[src/rtl/segment_capture.sv]
// Read-back receiver for the multiplexed 7-segment bus: samples each settled digit
// slot, decodes it to BCD, and publishes {hours, minutes} once frames are stable.
module segment_capture #(
    parameter int SETTLE_CYCLES = 2,
    parameter int FRAMES_STABLE = 2
) (
    input  logic        clock,
    input  logic        reset,
    input  logic [3:0]  bytee,
    input  logic [6:0]  segment,
    output logic [11:0] data_out,
    output logic        data_valid,
    output logic        locked,
    output logic        seg_error,
    output logic        sel_error
);
    localparam logic [3:0] SETTLE_LAST = 4'(SETTLE_CYCLES - 1);
    localparam logic [2:0] STABLE_N    = 3'(FRAMES_STABLE);

    logic [3:0]       prev_bytee;
    logic [3:0]       settle_cnt;
    logic [3:0][3:0]  digit;
    logic [3:0]       seen;
    logic [3:0]       bad;
    logic [11:0]      cand;
    logic [2:0]       match;

    logic             one_hot;
    logic [3:0]       cnt_cur;
    logic             strobe;
    logic             abort;
    logic             eval;
    logic [3:0]       dec;
    logic             dec_ok;
    logic [6:0]       minutes;
    logic [6:0]       hours;
    logic             frame_ok;
    logic [11:0]      frame_val;
    logic [11:0]      cand_nxt;
    logic [2:0]       match_nxt;
    logic             load;

    always_comb begin
        one_hot = (bytee != 4'd0) && ((bytee & (bytee - 4'd1)) == 4'd0);
        // cnt_cur is the zero-based age of the current slot; the register holds it for next cycle
        if (bytee != prev_bytee || !one_hot)
            cnt_cur = 4'd0;
        else if (settle_cnt == 4'hF)
            cnt_cur = 4'hF;
        else
            cnt_cur = settle_cnt + 4'd1;
        strobe = one_hot && (cnt_cur == SETTLE_LAST);
        abort  = (bytee != 4'd0) && !one_hot && (bytee != prev_bytee);
        eval   = (&seen) && !abort;
    end

    always_comb begin
        dec    = 4'd0;
        dec_ok = 1'b1;
        case (segment)
            7'h3F: dec = 4'd0;
            7'h06: dec = 4'd1;
            7'h5B: dec = 4'd2;
            7'h4F: dec = 4'd3;
            7'h66: dec = 4'd4;
            7'h6D: dec = 4'd5;
            7'h7D: dec = 4'd6;
            7'h07: dec = 4'd7;
            7'h7F: dec = 4'd8;
            7'h6F: dec = 4'd9;
            default: dec_ok = 1'b0;
        endcase
    end

    always_comb begin
        minutes   = 7'(digit[1]) * 7'd10 + 7'(digit[0]);
        hours     = 7'(digit[3]) * 7'd10 + 7'(digit[2]);
        frame_ok  = (bad == 4'd0) && (digit[1] <= 4'd5) && (hours <= 7'd23);
        frame_val = {hours[5:0], minutes[5:0]};
        cand_nxt  = cand;
        match_nxt = match;
        if (eval) begin
            if (!frame_ok)
                match_nxt = 3'd0;
            else if (frame_val == cand)
                match_nxt = (match == 3'd7) ? 3'd7 : match + 3'd1;
            else begin
                cand_nxt  = frame_val;
                match_nxt = 3'd1;
            end
        end
        load = eval && frame_ok && (match_nxt >= STABLE_N) &&
               ((cand_nxt != data_out) || !locked);
    end

    always_ff @(posedge clock) begin
        if (reset) begin
            prev_bytee <= 4'd0;
            settle_cnt <= 4'd0;
            digit      <= '0;
            seen       <= 4'd0;
            bad        <= 4'd0;
            cand       <= 12'd0;
            match      <= 3'd0;
            data_out   <= 12'd0;
            data_valid <= 1'b0;
            locked     <= 1'b0;
            seg_error  <= 1'b0;
            sel_error  <= 1'b0;
        end else begin
            prev_bytee <= bytee;
            settle_cnt <= cnt_cur;
            seg_error  <= strobe && !dec_ok;
            sel_error  <= abort;
            data_valid <= load;
            cand       <= cand_nxt;
            match      <= match_nxt;
            if (load) begin
                data_out <= cand_nxt;
                locked   <= 1'b1;
            end
            if (abort || eval) begin
                seen <= 4'd0;
                bad  <= 4'd0;
            end
            // a strobe landing on the evaluation cycle starts the next frame
            for (int i = 0; i < 4; i++) begin
                if (strobe && bytee[i]) begin
                    digit[i] <= dec_ok ? dec : 4'd0;
                    seen[i]  <= 1'b1;
                    bad[i]   <= !dec_ok;
                end
            end
        end
    end
endmodule

[config.mk]
export PLATFORM = sky130hd
export DESIGN_NAME = segment_capture
export DESIGN_NICKNAME = d
export VERILOG_FILES = /design/src/rtl/segment_capture.sv
export SDC_FILE = /design/constraint.sdc
export NUM_CORES = 1
export LEC_CHECK = 0
export ABC_AREA = 1
export CORE_ASPECT_RATIO = 1.4
export CORE_UTILIZATION = 49
export DETAILED_ROUTE_END_ITERATION = 7
export HOLD_SLACK_MARGIN = 0.02
export PLACE_DENSITY = 0.69
export SLEW_MARGIN = 30
export SYNTH_ARGS = -nofsm -noshare
export SYNTH_HDL_FRONTEND = slang
export SYNTH_SLANG_ARGS = --single-unit
[constraint.sdc]
create_clock -name clock -period 4.2 [get_ports clock]
set_input_delay 0.84 -clock clock [delete_from_list [all_inputs] [get_ports clock]]
set_output_delay 0.84 -clock clock [all_outputs]
set_load 0.02 [all_outputs]
==> flow_summary.toml, run 1 <==
[final_layout]
fill_cells = 717
final_area_um2 = 4170
antenna_cells = 0
multi_input_area_um2 = 2070
drive_above_1_share = 0.0709
regArea_um2 = 1260
nets = 590
area_growth_syn_to_layout_pct = 14.7

[die]
rows = 36
start_util = 0.514
die_width_um = 74.8
die_area_um2 = 7770
boundaryPins = 29
core_area_um2 = 7070
die_y_um = 104

[setup_path]
cp-end-kind = "register"
ff2ff_path_depth = 23
worstSetupStartpoint = "digit[13]"
required_ps = 4470
crit_end = "data_out[1]"
reg2reg_to = "data_out[1]"
arrival_ps = 3890
crit_type = "reg -> reg"
r2r_start = "digit[13]"
critPathMaxFanout = 23
ff2ff_setup_slack_ps = 580
critPathLaunchType = "register"

[route]
drtIter0Drc = 165
drt_wl_total_um = 7930
first_pass_iters = 4
drc_errors = 0
vias_per_cell = 5.05
ant_nets = 0
avgRoutedWirePerCell_um = 12.0
num_vias = 3325

[grt]
grt_first_pass_wirelength_um = 13700
grt_usage = 0.227
grt_max_degree = 33
grt-ovfl-total = 0
antenna_found_initial = 0
grt_pass1_vias = 3123

[power]
power_density_nw_per_um2 = 293
ir_drop_mv = 0.223
p_leak_nw = 1.85

[sta]
setup_violations = 0
hold_viol = 0
worst_pin_slew_ps = 847
drv_slew = 0
rsz0062_at_grt = "no"
period_needed_ps = 3620
max_freq_ghz = 0.276
tns_ps = 0
clock_skew_ps = 11.0
period_share = 0.861
relSlewSlack = 0.435

[run]
drv_cap = 0

[yosys]
ys_types = 35
syn_inst = 530
yosysTopAreaCell = "dfxtp_1"
ys_seq_area_frac = 0.347
synthFlopType = "dfxtp_1"
synth_top_area_share = 0.347
yosys_register_bits = 63
yosysMostFrequentCell = "nand2_1"
synth-async-reset-ratio = 0
synth_area_um2 = 3640
synth_common_cells = "nand2_1, dfxtp_1, inv_1"
syn_area_per_cell_um2 = 6.86
synth_enable_flop_cells = 0
synth.net_count = 561
synth.area.top_cells = "dfxtp_1, nand2_1, inv_1, a21oi_1, nor2_1"
ys_warn_count = 0

[run_status]
status = "completed"

[placed_design]
place_hpwl_um = 5980
place_area_um2 = 3980
gp_congestion = 0.862
portBuffers = 28

[cts]
ctsRootBufferMaster = "clkbuf_8"
cts_buffer_depth = 2
ctsResizeCount = 0
h-tree-depth = 3
clock_latency_ps = 340
cts_sinks = 63
cts_hold_buf = 0
clk_pin_slew_ps = 70
postCtsSetupBuffers = 0
numCtsBuffers = 9
cts_tree = "built"

[min_path]
hold_path_class = "reg -> reg"
-- where the power goes --
part,internal [mW],switching (mW),total (mW)
clock network,0.272,0.246,0.518
logic,0.0397,0.0595,0.0992
registers,0.603,0.00361,0.607
total,0.915,0.309,1.22
-- worst min-delay path by stage --
stage / from / end / slack [ps] / depth (start not counted)
floorplan: seen[0] / seen[0] / 450 / 2
global placement: seen[0] / seen[0] / 460 / 2
detailed placement: seen[0] / seen[0] / 460 / 2
CTS: seen[0] / seen[0] / 470 / 2
global route: seen[0] / seen[0] / 500 / 2
finish: seen[2] / seen[2] / 470 / 2
-- layer usage --
metal,part of all wire,GRT usage,vias up
met4,0.028,0.121,0
met3,0.028,0.0572,16
met5,0,0,-
li1,-,-,1777
met2,0.50,0.366,55
met1,0.44,0.267,1477
-- metrics by stage --
stage / power [mW] / hold slack (ps) / util / instances / setup WS (ps)
floorplan: 0.687 / 445 / - / 530 / 1040
global placement: 0.717 / 456 / 0.563 / 643 / 635
detailed placement: 0.719 / 460 / 0.563 / 643 / 588
CTS: 1.24 / 470 / 0.590 / 659 / 573
global route: 1.28 / 496 / 0.590 / 659 / 173
finish: 1.22 / 473 / 0.590 / 659 / 582
-- layout by cell type (no fill, tap or decap), drive strengths merged, types with 10 or more instances in the layout --
cell type / netlist / routed
a21oi: 42 / 42
clkbuf: 5 / 10
clkdlybuf4s50: 0 / 28
dfxtp: 63 / 63
ha: 15 / 15
inv: 59 / 59
nand2: 146 / 146
nand3: 43 / 43
nor2: 61 / 61
o21ai: 23 / 23
xnor2: 11 / 11
-- cells by family (layout without fill, tap and decap cells) --
family                   Yosys count  count (layout)  share of synthesized area
AND/OR/NAND/NOR                  280             280                      0.340
AO/OA/AOI/OAI                     76              76                      0.113
buffers and inverters             73             107                     0.0840
flip-flops                        63              63                      0.347
XOR/XNOR                          20              20                     0.0482
adder cells (fa/ha/maj)           18              18                     0.0681
-- sequential cells by signal (all words and copies together), names as in the netlist, named ones only --
signal,count
digit,16
cand,12
data_out,12
bad,4
prev_bytee,4
seen,4
settle_cnt,4
match,2
data_valid,1
locked,1
seg_error,1
sel_error,1
-- critical path: stages (launching register included) --
cell and delay (ps):
dfxtp_1 410, ha_1 270, ha_1 190, inv_1 60
fa_1 450, nor2_2 140, nand3_1 110, nand3_2 100
nand3_2 100, nor2_4 250, nand2_4 170, nand2_1 90
nand2_1 50, nand2_1 80, nand2_1 100, nand2_1 70
nand2_1 40, nor2_1 90, nand2_1 110, nor2_2 110
nand2_2 250, nand3_1 150, nand2_1 60, nor2_1 110
-- layout make-up --
| type | instances | area share |
|---|---|---|
| multi-input cells | 394 | 0.496 |
| well taps | 95 | 0.0285 |
| clock buffers | 10 | 0.0306 |
| inverters | 59 | 0.0531 |
| clock inverters | 6 | 0.0147 |
| flip-flops and latches | 63 | 0.302 |
| repair buffers | 32 | 0.0744 |
No activity file was read; power rests on OpenSTA's default activity.
==> run 2, diff against run 1 <==
--- a/config.mk
+++ b/config.mk
@@ -6,6 +6,7 @@
 export NUM_CORES = 1
 export LEC_CHECK = 0
 export ABC_AREA = 1
+export CAP_MARGIN = 15
 export CORE_ASPECT_RATIO = 1.4
 export CORE_UTILIZATION = 49
 export DETAILED_ROUTE_END_ITERATION = 7
==> results of run 2 <==
Final layout, timing and power as in run 1 (identical DEF).
==> variant: new RTL, config.mk and constraints of run 2 <==
Put one more register stage on the output `sel_error`. The value now appears one clock later. The other outputs are not delayed to match.
--- a/src/rtl/segment_capture.sv
+++ b/src/rtl/segment_capture.sv
@@ -16,6 +16,8 @@
 );
     localparam logic [3:0] SETTLE_LAST = 4'(SETTLE_CYCLES - 1);
     localparam logic [2:0] STABLE_N    = 3'(FRAMES_STABLE);
+
+    logic sel_error_s0;
 
     logic [3:0]       prev_bytee;
     logic [3:0]       settle_cnt;
@@ -106,12 +108,12 @@
             data_valid <= 1'b0;
             locked     <= 1'b0;
             seg_error  <= 1'b0;
-            sel_error  <= 1'b0;
+            sel_error_s0 <= 1'b0;
         end else begin
             prev_bytee <= bytee;
             settle_cnt <= cnt_cur;
             seg_error  <= strobe && !dec_ok;
-            sel_error  <= abort;
+            sel_error_s0 <= abort;
             data_valid <= load;
             cand       <= cand_nxt;
             match      <= match_nxt;
@@ -133,5 +135,9 @@
             end
         end
     end
+    always_ff @(posedge clock) begin
+        sel_error <= sel_error_s0;
+    end
+
 endmodule
 
Behaviour: not the same (a bounded check fails within 4 cycles, from zero or initial values and one cycle with reset high).
==> variant against run 2 <==
  * Final area is 1.1% higher
  * Clock skew hardly changed
  * Sequential cell count is 1 higher
  * Final cell count is 0.30% higher
  * Worst setup slack better by 0.042 ns
  * Critical path depth stayed put
  * Synthesized area is 0.55% higher
  * Die area is 0.54% higher
  * Routed wire length is 0.97% lower
  * Total power is 3.0% higher
  * Sequential share of layout area is 0.16 points higher
==> variant: results (changes against run 2) <==
outcome finished, final reports clean; final net count 592 (+0.34%); Internal Dissipation 0.945 mW (+3.3%); Highest Signal Layer met4; metal2 WL 4010 um (+0.65%); Seq pwr share 49.0% (-0.6 points); met1 WL 3460 um (-1.3%); Hold Path Sink sel_error; pin count of the biggest net entering global routing 33 (unchanged); met2 Use GR 37.9% (+1.3 points); worst-margin pin slew 0.860 ns (+0.0136 ns); Cells on Worst Hold Path 0 (-2); combinational power 0.0992 mW (about the same); met3 Resource Use GR 3.20% (-2.5 points); H-tree levels 3 (unchanged); Total GRT Usage 21.7% (-1.0 points); vias 3326 (+0.030%); Cells after DPL 645 (+0.31%); Power Sequential 0.617 mW (+2%); Sequential Area 1280 um^2 (+1.6%); Worst-Skew Late Latency 0.35 ns; drt via density 5.03 (-0.27%); antenna violations before repair 0 (unchanged); dpl hpwl 5950 um (-0.49%); Post-synth top cells 138 x nand2_1, 64 x dfxtp_1, 58 x inv_1; WL/cell 11.9 um (-1.3%); Crit Reg-Reg Startpoint digit[13]; Critical Path AT 3.86 ns (-0.03 ns); Worst Hold Class reg -> reg; Die Area 7820 um^2 (+0.54%); Worst IR Drop VDD 178 uV (-20%); number of global-route vias before repair 2952 (-5.5%); Longest Clk Path Bufs 2 (unchanged); crit-path max cell delay 0.45 ns (about the same); first-pass GRT wire length 13200 um (-3.4%); initial drt markers 160 (-3.0%); ys async rst share 0% (unchanged); register area share after synthesis 35.0% (+0.36 points); pre-CTS setup slack 0.511 ns (-0.0773 ns); R2R setup slack 0.62 ns (+0.04 ns); layout cell share with drive strength beyond 1 7.42% (+0.33 points); hold slack 0.334 ns (-0.139 ns); Placer Congestion 0.859 (-0.32%); main area contributors after synthesis dfxtp_1 35%, nand2_1 14%, inv_1 6.0%, a21oi_1 5.7%, nor2_1 5.7%; reg2reg end data_out[6]; count of cell types in the netlist 35 (unchanged); Leakage 1.86 nW (+0.90%); hold path start sel_error_s0; Clock transition at path regs 0.08 ns; fill count 684 (-4.6%); Mapped Nets 562 (+0.18%); clock skew 0.0113 ns (+0.000224 ns); Post-DP Area 4010 um^2 (+0.69%); slowest CP cell fa_1; met1 global-route usage 25.1% (-1.6 points); WL met3 188 um (-15%); Cells after Synth 531 (+0.19%)
variant: changes by cell type in the layout (fill, tap and decap cells not counted), sizes merged:
cell      before  now
clkinv         4    2
buf            4    5
clkinvlp       1    2
dfxtp         63   64
inv           59   60
variant: area by class of cell:
type	instances	share of cell area [%]
multi-input combinational	394	49.1
timing repair buffer	33	7.54
clock buffer	10	3.27
clock inverter	6	1.60
tap	95	2.82
sequential	64	30.4
inverter	59	5.26
variant: worst max path at each step:
stage	end	slack [ns]	cells after the start
after global routing	data_out[10]	0.24	23
after CTS	data_out[6]	0.61	23
final	data_out[6]	0.62	23
after global placement	data_out[9]	0.63	16
after floorplan	data_out[3]	1.04	24
after detailed placement	data_out[6]	0.51	17
variant: logic make-up (layout without fill, tap and decap cells):
logic type | after synthesis | in the layout | synth area share [%]
compound gates | 76 | 76 | 11.2
xor+xnor | 20 | 20 | 4.79
fa+ha+maj | 18 | 18 | 6.78
buf+inv | 73 | 108 | 8.35
flops | 64 | 64 | 35.0
simple gates | 280 | 280 | 33.8
